--- src/rtl/semaforo_pkg.sv ---
// Shared definitions for the traffic-light interface monitor: colour codes,
// error-flag bit positions and small arithmetic helpers.
package semaforo_pkg;

    localparam logic [2:0] GREEN  = 3'b001;
    localparam logic [2:0] YELLOW = 3'b010;
    localparam logic [2:0] RED    = 3'b100;

    localparam int ERR_ENC  = 0;
    localparam int ERR_SEQ  = 1;
    localparam int ERR_CONF = 2;
    localparam int ERR_TIME = 3;

    typedef enum logic [1:0] {
        ST_NOHIST = 2'd0,
        ST_G      = 2'd1,
        ST_Y      = 2'd2,
        ST_R      = 2'd3
    } light_st_e;

    function automatic logic [7:0] sat_inc8(input logic [7:0] v);
        return (v == 8'd255) ? v : v + 8'd1;
    endfunction

    function automatic logic [2:0] st_to_colour(input light_st_e st);
        logic [2:0] c;
        case (st)
            ST_G:    c = GREEN;
            ST_Y:    c = YELLOW;
            ST_R:    c = RED;
            default: c = 3'b000;
        endcase
        return c;
    endfunction

endpackage

--- src/rtl/light_tracker.sv ---
// Tracks one light's colour and dwell time; flags invalid codes and
// out-of-order colour changes for the sample currently on the bus.
module light_tracker
    import semaforo_pkg::*;
(
    input  logic       clk,
    input  logic       rst,
    input  logic [2:0] light,
    output logic [2:0] cur,
    output logic [7:0] dwell,
    output logic       changed,
    output logic [2:0] prev,
    output logic [7:0] prev_dwell,
    output logic       seq_err,
    output logic       enc_err
);

    light_st_e  state_r;
    light_st_e  light_st_s;
    logic [7:0] dwell_r;
    logic       changed_s;
    logic       legal_s;

    // Decode the sampled bus value; anything not one-hot is treated as no history.
    always_comb begin
        light_st_s = ST_NOHIST;
        case (light)
            GREEN:   light_st_s = ST_G;
            YELLOW:  light_st_s = ST_Y;
            RED:     light_st_s = ST_R;
            default: light_st_s = ST_NOHIST;
        endcase
    end

    // Classify a colour change against the only legal successor of the held colour.
    always_comb begin
        legal_s   = 1'b0;
        changed_s = 1'b0;
        if ((state_r != ST_NOHIST) && (light_st_s != ST_NOHIST) && (light_st_s != state_r)) begin
            changed_s = 1'b1;
        end else begin
            changed_s = 1'b0;
        end
        case (state_r)
            ST_G:    legal_s = (light_st_s == ST_Y);
            ST_Y:    legal_s = (light_st_s == ST_R);
            ST_R:    legal_s = (light_st_s == ST_G);
            default: legal_s = 1'b0;
        endcase
    end

    // Tracker state and saturating dwell counter.
    always_ff @(posedge clk or negedge rst) begin
        if (!rst) begin
            state_r <= ST_NOHIST;
            dwell_r <= 8'd0;
        end else if (light_st_s == ST_NOHIST) begin
            state_r <= ST_NOHIST;
            dwell_r <= 8'd0;
        end else if (light_st_s == state_r) begin
            dwell_r <= sat_inc8(dwell_r);
        end else begin
            state_r <= light_st_s;
            dwell_r <= 8'd1;
        end
    end

    assign cur        = st_to_colour(state_r);
    assign dwell      = dwell_r;
    assign changed    = changed_s;
    assign prev       = st_to_colour(state_r);
    assign prev_dwell = dwell_r;
    assign seq_err    = changed_s & ~legal_s;
    assign enc_err    = (light_st_s == ST_NOHIST);

endmodule

--- src/rtl/semaforo_monitor.sv ---
// Passive checker for the two-way traffic-light interface: encoding, sequence,
// conflicting-green and dwell-time violations with sticky flags and a counter.
module semaforo_monitor
    import semaforo_pkg::*;
#(
    parameter logic [7:0] VERDE        = 8'd1,
    parameter logic [7:0] AMARELO      = 8'd3,
    parameter logic [7:0] VERMELHO     = 8'd2,
    parameter logic       CHECK_TIMING = 1'b1
) (
    input  logic       clk,
    input  logic       rst,
    input  logic [2:0] A,
    input  logic [2:0] B,
    output logic [3:0] err,
    output logic       err_pulse,
    output logic [7:0] viol_cnt,
    output logic [7:0] dwell_a
);

    logic [2:0] cur_a_s, prev_a_s, cur_b_s, prev_b_s;
    logic [7:0] dwell_a_s, prev_dwell_a_s, dwell_b_s, prev_dwell_b_s;
    logic       changed_a_s, changed_b_s;
    logic       seq_a_s, seq_b_s, enc_a_s, enc_b_s;
    logic       time_bad_s;
    logic [3:0] new_err_s;
    logic [3:0] err_r;
    logic       err_pulse_r;
    logic [7:0] viol_cnt_r;
    logic       unused_s;

    light_tracker u_trk_a (
        .clk        (clk),
        .rst        (rst),
        .light      (A),
        .cur        (cur_a_s),
        .dwell      (dwell_a_s),
        .changed    (changed_a_s),
        .prev       (prev_a_s),
        .prev_dwell (prev_dwell_a_s),
        .seq_err    (seq_a_s),
        .enc_err    (enc_a_s)
    );

    light_tracker u_trk_b (
        .clk        (clk),
        .rst        (rst),
        .light      (B),
        .cur        (cur_b_s),
        .dwell      (dwell_b_s),
        .changed    (changed_b_s),
        .prev       (prev_b_s),
        .prev_dwell (prev_dwell_b_s),
        .seq_err    (seq_b_s),
        .enc_err    (enc_b_s)
    );

    // B is only checked for encoding and sequence, so its dwell information is not consumed.
    assign unused_s = ^{cur_a_s, cur_b_s, dwell_b_s, changed_b_s, prev_b_s, prev_dwell_b_s};

    // Dwell window of the colour A is leaving.
    always_comb begin
        time_bad_s = 1'b0;
        case (prev_a_s)
            GREEN:   time_bad_s = (prev_dwell_a_s == 8'd0) || (prev_dwell_a_s > VERDE);
            YELLOW:  time_bad_s = (prev_dwell_a_s != AMARELO);
            RED:     time_bad_s = (prev_dwell_a_s != VERMELHO);
            default: time_bad_s = 1'b0;
        endcase
    end

    // Violations present in the current sample.
    always_comb begin
        new_err_s           = 4'b0000;
        new_err_s[ERR_ENC]  = enc_a_s | enc_b_s;
        new_err_s[ERR_SEQ]  = seq_a_s | seq_b_s;
        new_err_s[ERR_CONF] = ~enc_a_s & ~enc_b_s & (A != RED) & (B != RED);
        if (CHECK_TIMING) begin
            new_err_s[ERR_TIME] = changed_a_s & time_bad_s;
        end else begin
            new_err_s[ERR_TIME] = 1'b0;
        end
    end

    // Sticky flags, one-cycle pulse and saturating event counter (one event per sample).
    always_ff @(posedge clk or negedge rst) begin
        if (!rst) begin
            err_r       <= 4'b0000;
            err_pulse_r <= 1'b0;
            viol_cnt_r  <= 8'd0;
        end else begin
            err_r       <= err_r | new_err_s;
            err_pulse_r <= |new_err_s;
            if (|new_err_s) begin
                viol_cnt_r <= sat_inc8(viol_cnt_r);
            end else begin
                viol_cnt_r <= viol_cnt_r;
            end
        end
    end

    assign err       = err_r;
    assign err_pulse = err_pulse_r;
    assign viol_cnt  = viol_cnt_r;
    assign dwell_a   = dwell_a_s;

endmodule

--- config.mk ---
export PLATFORM = sky130hd
export DESIGN_NAME = semaforo_monitor
export DESIGN_NICKNAME = d
export VERILOG_FILES = /design/src/rtl/semaforo_pkg.sv /design/src/rtl/light_tracker.sv /design/src/rtl/semaforo_monitor.sv
export SDC_FILE = /design/constraint.sdc
export NUM_CORES = 1
export LEC_CHECK = 0
export BUFFER_PORTS_ARGS = -buffer_cell sky130_fd_sc_hd__buf_2
export CORE_ASPECT_RATIO = 1.1
export CORE_UTILIZATION = 51
export CTS_BUF_LIST = sky130_fd_sc_hd__clkbuf_8
export CTS_CLUSTER_DIAMETER = 30
export DETAILED_ROUTE_END_ITERATION = 7
export PLACE_DENSITY = 0.76
export SYNTH_ARGS = -nofsm -noshare
export SYNTH_HDL_FRONTEND = slang
export SYNTH_SLANG_ARGS = --single-unit
--- constraint.sdc ---
create_clock -name clk -period 2.7 [get_ports clk]
set_input_delay 0.54 -clock clk [delete_from_list [all_inputs] [get_ports clk]]
set_output_delay 0.54 -clock clk [all_outputs]
set_load 0.1 [all_outputs]
==> metrics.txt <==
DR pass1 iterations=4; register area=626 um2; Placed Cells=between 150 and 200; IO buf count=28; TNS Setup=0 ns; GRT overflow=0; PostCTS Resize Cnt=0; post-synth top area share=between 40 and 50%; Hold Violations, Final=0; CP Max Fanout=9; vias per cell=5.75; Async S/R FF share, synth=between 90% and 100%; Post-Route WL=between 2 and 3 mm; Sw Ratio=approximately 53%; Leak=about 0.74 nW; Non-Filler Instances=slightly above 200; Max Cap Viol=0; Antenna Cells=0; Seq/Total Area, Yosys=42.9%; Final period util=between 70 and 80%; Clk pwr share=around 15%; status=complete, no violations; routed vias=between 1000 and 1500; Crit. End Element=register; Post-synth EDFFs=0; most frequent cell after synthesis=dfrtp_1; synth unique cells=47; Tightest Pin Transition=~0.6 ns; Synth area leaders=dfrtp_1 (43%), xnor2_1 (5.4%), nor2_1 (4.1%), nand3_1 (3.8%), ha_1 (3.4%); H-tree levels=1; Yosys warning total=0; sequential group share of total power=~36%; row count=19; vias in the first global route=roughly 1100; final setup vio count=0; chip width=~53 um; Power Density=approximately 900 nW/um2; Worst VDD drop=roughly 1 mV; peak per-stage delay on the critical path=0.48 ns; initial antenna violation count=0; WP data required=~2.9 ns; first-pass GRT wire length=4.86 mm; Crit-path slowest cell=dfrtp_1; top cells by count, synth=dfrtp_1 (25), nor2_1 (16), nand3_1 (11); CTS hold repair buffers=0; clk_skew=about 0.0065 ns; Layout area overhead=13.0%; initial drt markers=32; syn_nets=roughly 160; Cells after Synth=between 100 and 150; kind of critical path=register to register; Initial Utilization=between 50% and 60%; setup repair after global routing missed its margin=false; top_reg_cell synth=dfrtp_1; type of origin of the critical path=register; WHS=roughly 0.25 ns; Die ar.=slightly above 3000 um2; CTS max path bufs=2; Total GRT Usage=21.1%; clock slew at reported path FFs=roughly 0.09 ns; CTS tree=done; area of the multi-input gates=about 760 um2; Wirelength per Cell=approximately 14 um; crit-path cells=and3b_1, o211a_1, a311oi_2, o2111ai_4, nand4_1, mux2_1; clock buffer count from CTS=3; Fmax=between 0.4 and 0.5 GHz; Gate power share=roughly 50%; Seq cells post-synth=25; post-route ant nets=0; R2R depth=6; share of layout cells above drive strength 1=about a quarter; Rel. slew slack=roughly three fifths; Skew-Pair Late Insertion Delay=about 0.27 ns; crit path time final=around 2.1 ns; met2 usage in global routing=between 30% and 40%; fillers=between 200 and 250; Cell Int Power=~0.00070 W; worst hold path class=input port to asynchronous set/reset pin; detailed placer's ending HPWL=~2.1 mm; total clock sinks=25; num ports=29; Pwr Total=about 0.0015 W; GPL Wtd Cong=~0.8; Post-route DRC=0; Root Driver=clkbuf_8; Avg Inst Size Synth=between 10 and 15 um2; largest net degree at the start of global routing=26; fin. max-slew vios=0; Post CTS Setup Buffer Count=0; Synth area leader=dfrtp_1; Die Ht=between 50 and 60 um; Final #Nets=roughly 180; GR peak layer=met2; met1 GRT Util=28.2%; Core Area=2590 um2; Net Switching=0.000778 W; WP data arrival=approximately 2.3 ns; met3 Resource Use GR=between 3 and 4%; Mapped Area=~1500 um2
placed cells by master, fill, tap and decap left out, drive strengths merged, types with 3 or more instances in the layout:
master and count:
nand4 4, mux2 3, nand2b 6, xor2 3, clkbuf 3, nor2 16, nand2 6, nor3b 3
buf 29, xnor2 9, ha 4, inv 6, o21ai 4, nand3 11, dfrtp 25, a21oi 3
and3 5
worst max-delay path: cells and delay by family, from the launching register on:
family	cells	cell delay, ns
AOI/OAI and AO/OA	3	0.80
muxes	1	0.32
and+or+nand+nor	2	0.42
DFF	1	0.48
final cells by class:
cell class | count | share of cell area (%)
Clock inverter | 1 | 0.456
Multi-Input combinational cell | 107 | 46.4
Timing Repair Buffer | 29 | 8.97
Sequential cell | 25 | 38.0
Tap cell | 31 | 2.36
Clock buffer | 3 | 2.51
Inverter | 6 | 1.37
power groups by stage:
| stage | combinational [W] | sequential [W] | clock [W] |
|---|---|---|---|
| 2_1_floorplan | 0.000180 | 0.000954 | 0 |
| 3_3_place_gp | 0.000718 | 0.000525 | 0 |
| 3_5_place_dp | 0.000730 | 0.000530 | 0 |
| 4_1_cts | 0.000733 | 0.000522 | 0.000227 |
| 5_1_grt | 0.000764 | 0.000539 | 0.000245 |
| 6_report | 0.000729 | 0.000523 | 0.000221 |
layer usage:
layer	share of wire, %	vias up
met5	0	-
met4	0.29	0
met3	3.0	2
met2	49	20
met1	47	563
li1	-	576
per-stage QoR:
| step | setup WS (ns) | area (um2) | utilization [%] |
|---|---|---|---|
| 3_3_place_gp | 0.354 | 1600 | 61.7 |
| 3_5_place_dp | 0.279 | 1600 | 61.7 |
| 5_1_grt | 0.431 | 1650 | 63.5 |
| 2_1_floorplan | 0.133 | 1460 | - |
| 6_report | 0.559 | 1650 | 63.5 |
| 4_1_cts | 0.552 | 1650 | 63.5 |
flip-flops by register name, summed over array words and instances, names as in the netlist:
name	flops
u_trk_b.state_r	2
viol_cnt	8
u_trk_a.dwell	8
err_pulse	1
err	4
u_trk_a.state_r	2
path summary, 6_finish.rpt:
kind / slack, ns / endpoint / from
max: 0.56 / viol_cnt[7] / u_trk_a.state_r[0]
min: 0.25 / u_trk_b.state_r[1] / rst
max reg2reg: 0.56 / viol_cnt[7] / u_trk_a.state_r[0]
min reg2reg: 0.49 / err[2] / err[2]
max in group asynchronous: 2.09 / err[3] / rst
min in group clk: 0.48 / u_trk_b.state_r[0] / B[1]
cells by family (layout without fill, tap and decap cells):
kind of cell	Yosys count	count (layout)	synth area share, %
simple gates	62	62	23.3
flops	25	25	42.9
compound gates	24	24	14.7
xor+xnor	12	12	7.21
buf+inv	12	39	4.72
fa+ha+maj	5	5	4.21
mux	4	4	3.00
Power figures use the tool's default switching activity.
